`src/rtl/approx_mult_pkg.sv`:
```
// Shared constants and helpers for the approximate multiplier pipeline stages.
package approx_mult_pkg;

  localparam int DEF_WIDTH = 8;
  localparam int DEF_TRUNC = 4;
  localparam int DEF_CNT_W = 16;
  localparam logic [DEF_CNT_W-1:0] DEF_CNT_MAX = '1;

  // Row = multiplier bit index, col = multiplicand bit index.
  function automatic int pp_idx(input int row, input int col, input int width);
    return row * width + col;
  endfunction

  function automatic logic trunc_keep(input int row, input int col, input int trunc);
    return (row + col) >= trunc;
  endfunction

endpackage

```
`src/rtl/approx_pp_gen_cg_if.sv`:
```
// Operand-in / partial-product-out handshake bundle between the multiplier front end and the compressor tree.
interface approx_pp_gen_cg_if
  import approx_mult_pkg::*;
#(
  parameter int WIDTH = DEF_WIDTH
);
  logic                     in_valid;
  logic                     in_ready;
  logic [WIDTH-1:0]         in_a;
  logic [WIDTH-1:0]         in_b;
  logic                     out_valid;
  logic                     out_ready;
  logic [WIDTH*WIDTH-1:0]   pp_flat;
  logic                     zero_flag;

  modport master (
    output in_valid, in_a, in_b, out_ready,
    input  in_ready, out_valid, pp_flat, zero_flag
  );

  modport slave (
    input  in_valid, in_a, in_b, out_ready,
    output in_ready, out_valid, pp_flat, zero_flag
  );
endinterface

```
`src/rtl/clk_gate_icg.sv`:
```
// Behavioural integrated clock gate: enable latched while clk is low, so gclk never glitches.
module clk_gate_icg (
  input  logic clk,
  input  logic en,
  input  logic test_en,
  output logic gclk
);
  logic en_lat_q;

  always_latch begin
    if (!clk) en_lat_q <= en | test_en;
  end

  assign gclk = clk & en_lat_q;
endmodule

```
`src/rtl/approx_pp_gen_cg.sv`:
```
// Clock-gated AND-array partial-product stage; 1-cycle latency from accept to out_valid.
// Stalls (in_ready low, outputs frozen) while out_valid is held against out_ready low.
module approx_pp_gen_cg
  import approx_mult_pkg::*;
#(
  parameter int WIDTH = DEF_WIDTH,
  parameter int TRUNC = DEF_TRUNC,
  parameter int CNT_W = DEF_CNT_W
) (
  input  logic              clk,
  input  logic              rst_n,
  input  logic              test_en,
  approx_pp_gen_cg_if.slave bus,
  output logic              gate_en,
  output logic [CNT_W-1:0]  gated_cnt
);
  localparam logic [CNT_W-1:0] CNT_MAX = '1;

  logic [WIDTH-1:0]       a_q, a_d, b_q, b_d;
  logic                   held_valid_q, held_valid_d;
  logic                   zero_q, zero_d;
  logic                   out_valid_q, out_valid_d;
  logic [CNT_W-1:0]       cnt_q, cnt_d;
  logic                   gclk, accept, in_zero, same;
  logic [WIDTH*WIDTH-1:0] pp;

  assign bus.in_ready = !out_valid_q || bus.out_ready;
  assign accept       = bus.in_valid && bus.in_ready;
  assign in_zero      = (bus.in_a == '0) || (bus.in_b == '0);
  assign same         = held_valid_q && (bus.in_a == a_q) && (bus.in_b == b_q);
  assign gate_en      = accept && !in_zero && !same;

  clk_gate_icg u_icg (
    .clk     (clk),
    .en      (gate_en),
    .test_en (test_en),
    .gclk    (gclk)
  );

  always_comb begin
    a_d          = a_q;
    b_d          = b_q;
    held_valid_d = held_valid_q;
    zero_d       = zero_q;
    out_valid_d  = out_valid_q;
    cnt_d        = cnt_q;
    if (accept) begin
      zero_d      = in_zero;
      out_valid_d = 1'b1;
      if (gate_en) begin
        a_d          = bus.in_a;
        b_d          = bus.in_b;
        held_valid_d = 1'b1;
      end else if (cnt_q != CNT_MAX) begin
        cnt_d = cnt_q + CNT_W'(1);
      end
    end else if (bus.out_ready) begin
      out_valid_d = 1'b0;
    end
  end

  // The gate may be held open by test_en, so the operand regs still self-select on gate_en.
  always_ff @(posedge gclk or negedge rst_n) begin
    if (!rst_n) begin
      a_q <= '0;
      b_q <= '0;
    end else begin
      a_q <= a_d;
      b_q <= b_d;
    end
  end

  always_ff @(posedge clk or negedge rst_n) begin
    if (!rst_n) begin
      held_valid_q <= 1'b0;
      zero_q       <= 1'b1;
      out_valid_q  <= 1'b0;
      cnt_q        <= '0;
    end else begin
      held_valid_q <= held_valid_d;
      zero_q       <= zero_d;
      out_valid_q  <= out_valid_d;
      cnt_q        <= cnt_d;
    end
  end

  always_comb begin
    pp = '0;
    for (int i = 0; i < WIDTH; i++) begin
      for (int j = 0; j < WIDTH; j++) begin
        pp[pp_idx(i, j, WIDTH)] = !zero_q && a_q[j] && b_q[i] && trunc_keep(i, j, TRUNC);
      end
    end
  end

  assign bus.pp_flat   = pp;
  assign bus.zero_flag = zero_q;
  assign bus.out_valid = out_valid_q;
  assign gated_cnt     = cnt_q;
endmodule

```
`src/flat_wrapper.sv`:
```
// flat-port wrapper written by rule: the top's interface ports become plain ports
module approx_pp_gen_cg_flat import approx_mult_pkg::*;
#(
  parameter int WIDTH = DEF_WIDTH,
  parameter int TRUNC = DEF_TRUNC,
  parameter int CNT_W = DEF_CNT_W
)
  (clk, rst_n, test_en, gate_en, gated_cnt, bus_in_valid, bus_in_a, bus_in_b, bus_out_ready, bus_in_ready, bus_out_valid, bus_pp_flat, bus_zero_flag);
  approx_pp_gen_cg_if #(.WIDTH(WIDTH)) bus_i ();
  input  logic clk;
  input  logic rst_n;
  input  logic test_en;
  output logic gate_en;
  output logic [CNT_W-1:0] gated_cnt;
  input wire logic [$bits(bus_i.in_valid)-1:0] bus_in_valid;
  input wire logic [$bits(bus_i.in_a)-1:0] bus_in_a;
  input wire logic [$bits(bus_i.in_b)-1:0] bus_in_b;
  input wire logic [$bits(bus_i.out_ready)-1:0] bus_out_ready;
  output wire logic [$bits(bus_i.in_ready)-1:0] bus_in_ready;
  output wire logic [$bits(bus_i.out_valid)-1:0] bus_out_valid;
  output wire logic [$bits(bus_i.pp_flat)-1:0] bus_pp_flat;
  output wire logic [$bits(bus_i.zero_flag)-1:0] bus_zero_flag;
  assign bus_i.in_valid = bus_in_valid;
  assign bus_i.in_a = bus_in_a;
  assign bus_i.in_b = bus_in_b;
  assign bus_i.out_ready = bus_out_ready;
  assign bus_in_ready = bus_i.in_ready;
  assign bus_out_valid = bus_i.out_valid;
  assign bus_pp_flat = bus_i.pp_flat;
  assign bus_zero_flag = bus_i.zero_flag;
  approx_pp_gen_cg #(.WIDTH(WIDTH), .TRUNC(TRUNC), .CNT_W(CNT_W)) u_core (.clk(clk), .rst_n(rst_n), .test_en(test_en), .bus(bus_i), .gate_en(gate_en), .gated_cnt(gated_cnt));
endmodule
```
`config.mk`:
```
export PLATFORM = sky130hd
export DESIGN_NAME = approx_pp_gen_cg_flat
export DESIGN_NICKNAME = d
export VERILOG_FILES = /design/src/rtl/approx_mult_pkg.sv /design/src/rtl/approx_pp_gen_cg_if.sv /design/src/rtl/clk_gate_icg.sv /design/src/rtl/approx_pp_gen_cg.sv /design/src/flat_wrapper.sv
export SDC_FILE = /design/constraint.sdc
export NUM_CORES = 1
export LEC_CHECK = 0
export BUFFER_PORTS_ARGS = -buffer_cell sky130_fd_sc_hd__buf_2
export CAP_MARGIN = 10
export CORE_AREA = 8 8 80 82
export DETAILED_ROUTE_END_ITERATION = 6
export DIE_AREA = 0 0 88 90
export PLACE_DENSITY = 0.85
export SYNTH_ARGS = -nofsm -noshare
export SYNTH_HDL_FRONTEND = slang
export SYNTH_SLANG_ARGS = --single-unit
```
`constraint.sdc`:
```
create_clock -name clk -period 7.4 [get_ports clk]
set_input_delay 2.22 -clock clk [delete_from_list [all_inputs] [get_ports clk]]
set_output_delay 2.22 -clock clk [all_outputs]
set_load 0.02 [all_outputs]
```
==> flow_metrics.py, run 1 <==
metrics = {
    "pwr": {
        "ir_drop_uv": 131,
        "p_per_area_mw_per_mm2": 213,
        "power_w": 0.000620,
        "p_leak_nw": 1.52,
    },
    "drt": {
        "wl_um": 6390,
        "ant_nets": 0,
        "wl_per_cell_um": 16.1,
        "drt_iter0_markers": 145,
        "vias": 1938,
        "drc_errors": 0,
        "drt_first_pass_iters": 4,
        "via_per_inst": 4.89,
    },
    "setup_path": {
        "arrival_ps": 3450,
        "cp_max_fo": 3,
        "critical_path_class": "in2latch",
        "cp-start-kind": "input pin",
        "end_kind": "latch",
        "required_ps": 4340,
    },
    "logic_synthesis": {
        "synth_mux_area_frac": 0.0854,
        "synth_compound_area_frac": 0.0212,
        "synth-seq-cells": 36,
        "synth_top_cell_by_area": "dfrtp_1",
        "synth_top_family_by_area": "simple AND/OR/NAND/NOR gates",
        "synth.area.top_cells": "dfrtp_1 38%, and2_1 16%, mux2_2 7.5%",
        "yosys_warnings": 0,
        "synth_edf_count": 0,
        "synth_ff_type": "dfrtp_1",
        "synthSimpleGateAreaFrac": 0.314,
        "synth_top_cell_area_share": 0.380,
        "syn-cell-area_mm2": 0.00224,
        "synth-xor-area-share": 0.121,
        "synth.distinct_cells": 33,
        "synth_fa_ha_area_frac": 0.00558,
        "avgSynthCellArea_um2": 10.0,
        "async_flop_share": 0.972,
        "synthCells": 223,
    },
    "run": {
        "maxCapViolCount": 0,
    },
    "cts": {
        "clk_latency_ps": 610,
        "cts_resized": 0,
        "clkTransAtPathRegs_ps": 70,
        "cts_tree": "done",
        "cts-hold-fix-buffers": 0,
        "post_cts_buffers": 0,
    },
    "placement": {
        "dpl.hpwl_um": 4860,
        "place_congestion": 0.853,
        "port_buffers": 94,
        "dpl_cell_area_mm2": 0.00274,
    },
    "die": {
        "core_area_mm2": 0.00524,
        "fp.dieH_um": 90,
        "die_w_um": 88,
        "dieArea_mm2": 0.00792,
        "row_count": 27,
        "start_util": 0.428,
        "pin_count": 105,
    },
    "cells_and_area": {
        "area.sequential_um2": 892,
        "fin_nets": 347,
        "fin_area_mm2": 0.00292,
        "area_delta_synth_final_pct": 30.2,
        "num-fill-cells": 474,
        "drive_gt1_frac": 0.414,
        "antennaDiodeCount": 0,
        "fin_util": 0.557,
        "multi_input_area_mm2": 0.00126,
    },
    "sta": {
        "slew_headroom": 0.486,
        "hold_slack_ps": 492,
        "hold_violations": 0,
        "skew_ps": 21.9,
        "rsz0062_at_grt": "no",
        "fin_tns_setup_ps": 0,
        "tightest_slew_ps": 771,
        "finalSetupViolCount": 0,
        "finalMaxSlewViolations": 0,
    },
    "hold_path": {
        "min_path_type": "reg2reg",
    },
    "global_route": {
        "grt-ovfl-total": 0,
        "grt_max_degree": 36,
        "antenna_found_initial": 0,
        "grt_usage": 0.169,
        "grt_pass1_wl_um": 10200,
        "grt_pass1_vias": 2000,
    },
    "status": {
        "status": "finished clean",
    },
}
## critical path, cell delays in order
cell and delay [ps]:
buf_2 120, xnor2_1 220, nand3_1 120, nor3_2 310, a41oi_2 170, or2_2 290
## area by class of cell
| cell class | instances | area share |
|---|---|---|
| multi-input cells | 178 | 0.434 |
| repair buffers | 96 | 0.166 |
| inverters | 2 | 0.00257 |
| clock buffers | 12 | 0.0605 |
| flip-flops and latches | 36 | 0.306 |
| well taps | 72 | 0.0309 |
## kinds of logic (layout without fill, tap and decap cells)
| kind of cell | Yosys count | in the layout |
|---|---|---|
| fa+ha+maj | 1 | 1 |
| latches | 1 | 1 |
| other cells | 1 | 10 |
| simple gates | 115 | 115 |
| xor+xnor | 31 | 31 |
| flops | 35 | 35 |
| compound gates | 4 | 4 |
| mux | 17 | 17 |
| buf+inv | 18 | 110 |
## sequential cells by signal, indices dropped and copies added (netlist names)
name and count:
u_core.gated_cnt 16, u_core.u_icg.en_lat_q 1, u_core.a_q 8, u_core.b_q 8, u_core.bus.zero_flag 1, u_core.held_valid_q 1
u_core.bus.out_valid 1
## path summary, 6_finish.rpt
kind / startpoint / slack (ps) / depth (start not counted) / endpoint
min in group asynchronous: rst_n / 1690 / 1 / u_core.b_q[1]$_DFFE_PN0P_
min: u_core.gated_cnt[14]$_DFFE_PN0P_ / 490 / 1 / u_core.gated_cnt[14]$_DFFE_PN0P_
max in group asynchronous: rst_n / 5210 / 1 / u_core.held_valid_q$_DFFE_PN0P_
min reg2reg: u_core.gated_cnt[14]$_DFFE_PN0P_ / 490 / 1 / u_core.gated_cnt[14]$_DFFE_PN0P_
max in group gated: u_core.u_icg.en_lat_q$_DLATCH_N_ / 2860 / 0 / clock gate
max: bus_in_b[4] / 890 / 6 / u_core.u_icg.en_lat_q$_DLATCH_N_
max reg2reg: u_core.b_q[4]$_DFFE_PN0P_ / 2130 / 5 / u_core.u_icg.en_lat_q$_DLATCH_N_
min in group gated: u_core.u_icg.en_lat_q$_DLATCH_N_ / 670 / 0 / clock gate
## metal layers
layer	GRT usage	part of all wire	vias to the layer above
met4	0.0933	0.018	0
met1	0.191	0.39	931
li1	-	-	924
met5	0	0	-
met3	0.0582	0.077	12
met2	0.267	0.51	71
## per-stage QoR
| stage | setup slack, ps | cells |
|---|---|---|
| after global placement | 323 | 384 |
| final | 891 | 396 |
| after CTS | 904 | 396 |
| after global routing | 832 | 396 |
| after floorplan | 58.7 | 232 |
| after detailed placement | 303 | 384 |
## cell usage in the layout, fill, tap and decap left out, types with 6 or more instances in the layout
cell and n:
dfrtp_1 34, nor2b_1 8, nor4_1 9, nand3_1 8
mux2_2 15, and2_1 56, xnor2_1 14, xor2_1 17
conb_1 10, nor2_1 6, nand2_1 10, buf_2 94
clkbuf_8 11
## report_power, final
group / switching (W) / internal (W)
registers: 0.0000256 / 0.000185
logic: 0.000114 / 0.0000760
clock network: 0.0000764 / 0.000143
total: 0.000216 / 0.000404
## synthesized netlist by cell type, types with 2 or more instances
cell / number
nand2_1: 10
mux2_1: 2
nand4_1: 4
nand2b_1: 3
nor2b_1: 8
and2_1: 56
nand3_1: 8
inv_1: 2
nor2_1: 6
nor3_1: 2
buf_4: 10
nor3_2: 4
nor4_1: 9
xnor2_1: 14
buf_2: 4
dfrtp_1: 34
mux2_2: 15
xor2_1: 17
Power figures use the tool's default switching activity.
==> run 2, diff against run 1 <==
--- a/config.mk
+++ b/config.mk
@@ -7,10 +7,10 @@
 export LEC_CHECK = 0
 export BUFFER_PORTS_ARGS = -buffer_cell sky130_fd_sc_hd__buf_2
 export CAP_MARGIN = 10
-export CORE_AREA = 8 8 80 82
+export CORE_AREA = 8 8 76 78
 export DETAILED_ROUTE_END_ITERATION = 6
-export DIE_AREA = 0 0 88 90
-export PLACE_DENSITY = 0.85
+export DIE_AREA = 0 0 84 86
+export PLACE_DENSITY = 0.93
 export SYNTH_ARGS = -nofsm -noshare
 export SYNTH_HDL_FRONTEND = slang
 export SYNTH_SLANG_ARGS = --single-unit
==> run 2 against run 1 <==
Effect of this change: clock skew up 6.4 ps; routed wire length grew 2.7%; die area is 8.8% lower; worst hold slack better by 4.4 ps; highest routed layer unchanged; setup slack got worse by 31 ps.
==> flow_metrics.py, run 2 (synthesized netlist as in run 1, its figures left out) <==
metrics = {
    "sta": {
        "slew_headroom": 0.491,
        "finalSetupViolCount": 0,
        "finalMaxSlewViolations": 0,
        "postLayoutSetupSlackWorst_ps": 860,
        "fin_tns_setup_ps": 0,
        "skew_ps": 28.4,
        "rsz0062_at_grt": "no",
        "tightest_slew_ps": 763,
        "hold_violations": 0,
    },
    "die": {
        "start_util": 0.487,
        "fp.dieH_um": 86,
        "pin_count": 105,
        "dieArea_mm2": 0.00722,
        "core_area_mm2": 0.00460,
        "die_w_um": 84,
        "row_count": 25,
    },
    "global_route": {
        "grt_max_degree": 36,
        "grt_usage": 0.183,
        "grt_pass1_wl_um": 10500,
        "grt-ovfl-total": 0,
        "antenna_found_initial": 0,
        "grt_pass1_vias": 2039,
    },
    "pwr": {
        "ir_drop_uv": 112,
        "p_per_area_mw_per_mm2": 208,
        "p_leak_nw": 1.52,
    },
    "setup_path": {
        "critical_path_class": "in2latch",
        "cp_max_fo": 3,
        "r2r_cells": 5,
        "arrival_ps": 3480,
        "regToRegStartpoint": "u_core.b_q[0]$_DFFE_PN0P_",
        "r2r-end": "u_core.u_icg.en_lat_q$_DLATCH_N_",
        "required_ps": 4340,
        "cp-start-kind": "input pin",
        "end_kind": "latch",
        "critPathLaunch": "bus_in_b[0]",
        "r2r_setup_slack_ps": 2140,
    },
    "drt": {
        "drc_errors": 0,
        "via_per_inst": 5.23,
        "vias": 1983,
        "wl_per_cell_um": 17.3,
        "wl_met3_um": 542,
        "drt_iter0_markers": 217,
        "drt_first_pass_iters": 4,
        "top_layer": "met4",
        "ant_nets": 0,
        "wl_um": 6560,
        "wl_met1_um": 2380,
        "routed-wl-met2_um": 3490,
    },
    "cells_and_area": {
        "fin_area_mm2": 0.00289,
        "final_common_cell": "buf_2",
        "largest_reg_flops": 16,
        "area_delta_synth_final_pct": 28.8,
        "fin_nets": 347,
        "final_cell_mix": "94 x buf_2, 56 x and2_1, 34 x dfrtp_1",
        "drive_gt1_frac": 0.412,
        "antennaDiodeCount": 0,
    },
    "status": {
        "status": "finished clean",
    },
    "cts": {
        "post_cts_buffers": 0,
        "cts_tree": "done",
        "clkTransAtPathRegs_ps": 70,
        "clk_latency_ps": 600,
        "cts-hold-fix-buffers": 0,
        "cts_resized": 0,
    },
    "hold_path": {
        "min_path_type": "reg2reg",
        "hold_depth": 1,
        "holdCritStartpoint": "u_core.gated_cnt[14]$_DFFE_PN0P_",
        "worstHoldEndpoint": "u_core.gated_cnt[14]$_DFFE_PN0P_",
    },
    "placement": {
        "dpl.hpwl_um": 4770,
        "dp_slack_ps": 276,
        "place_congestion": 0.909,
        "dpl_cell_area_mm2": 0.00272,
        "port_buffers": 94,
    },
    "run": {
        "maxCapViolCount": 0,
    },
}
-- run 2: worst max-delay path: stages --
cell and delay, ps:
buf_2 130, xnor2_1 210, nand3_1 120, nor3_2 330
a41oi_2 170, or2_2 290
-- run 2: final cells by class --
class                           instances  area [um2]
Fill cell                             361        1710
Multi-Input combinational cell        178        1260
Sequential cell                        36         892
Timing Repair Buffer                   96         485
Clock buffer                           13         169
Tap cell                               54        67.6
Inverter                                2        7.51
-- run 2: how the worst max path moves through the flow --
stage	end	slack, ps	depth (start not counted)
after floorplan	u_core.u_icg.en_lat_q$_DLATCH_N_	60	6
after global placement	u_core.u_icg.en_lat_q$_DLATCH_N_	340	6
after detailed placement	u_core.u_icg.en_lat_q$_DLATCH_N_	280	6
after CTS	u_core.u_icg.en_lat_q$_DLATCH_N_	860	6
after global routing	u_core.u_icg.en_lat_q$_DLATCH_N_	800	6
final	u_core.u_icg.en_lat_q$_DLATCH_N_	860	6
-- run 2: metal layers --
metal	vias up	track usage
li1	924	-
met1	954	0.191
met2	91	0.314
met3	14	0.0701
met4	0	0.0926
met5	-	0
-- run 2: power breakdown --
group | internal [W] | total, W | switching, W | leakage (nW)
combinational | 0.0000760 | 0.000189 | 0.000113 | 0.985
clock | 0.000131 | 0.000201 | 0.0000705 | 0.0896
sequential | 0.000185 | 0.000212 | 0.0000265 | 0.443
-- run 2: through the flow --
stage | hold WS [ps] | std cells | power [W] | util
finish | 496 | 379 | 0.000602 | 0.628
global route | 525 | 379 | 0.000629 | 0.628
CTS | 500 | 379 | 0.000606 | 0.628
detailed placement | 227 | 366 | 0.000413 | 0.591
global placement | 227 | 366 | 0.000408 | 0.591
floorplan | 226 | 232 | 0.000348 | -
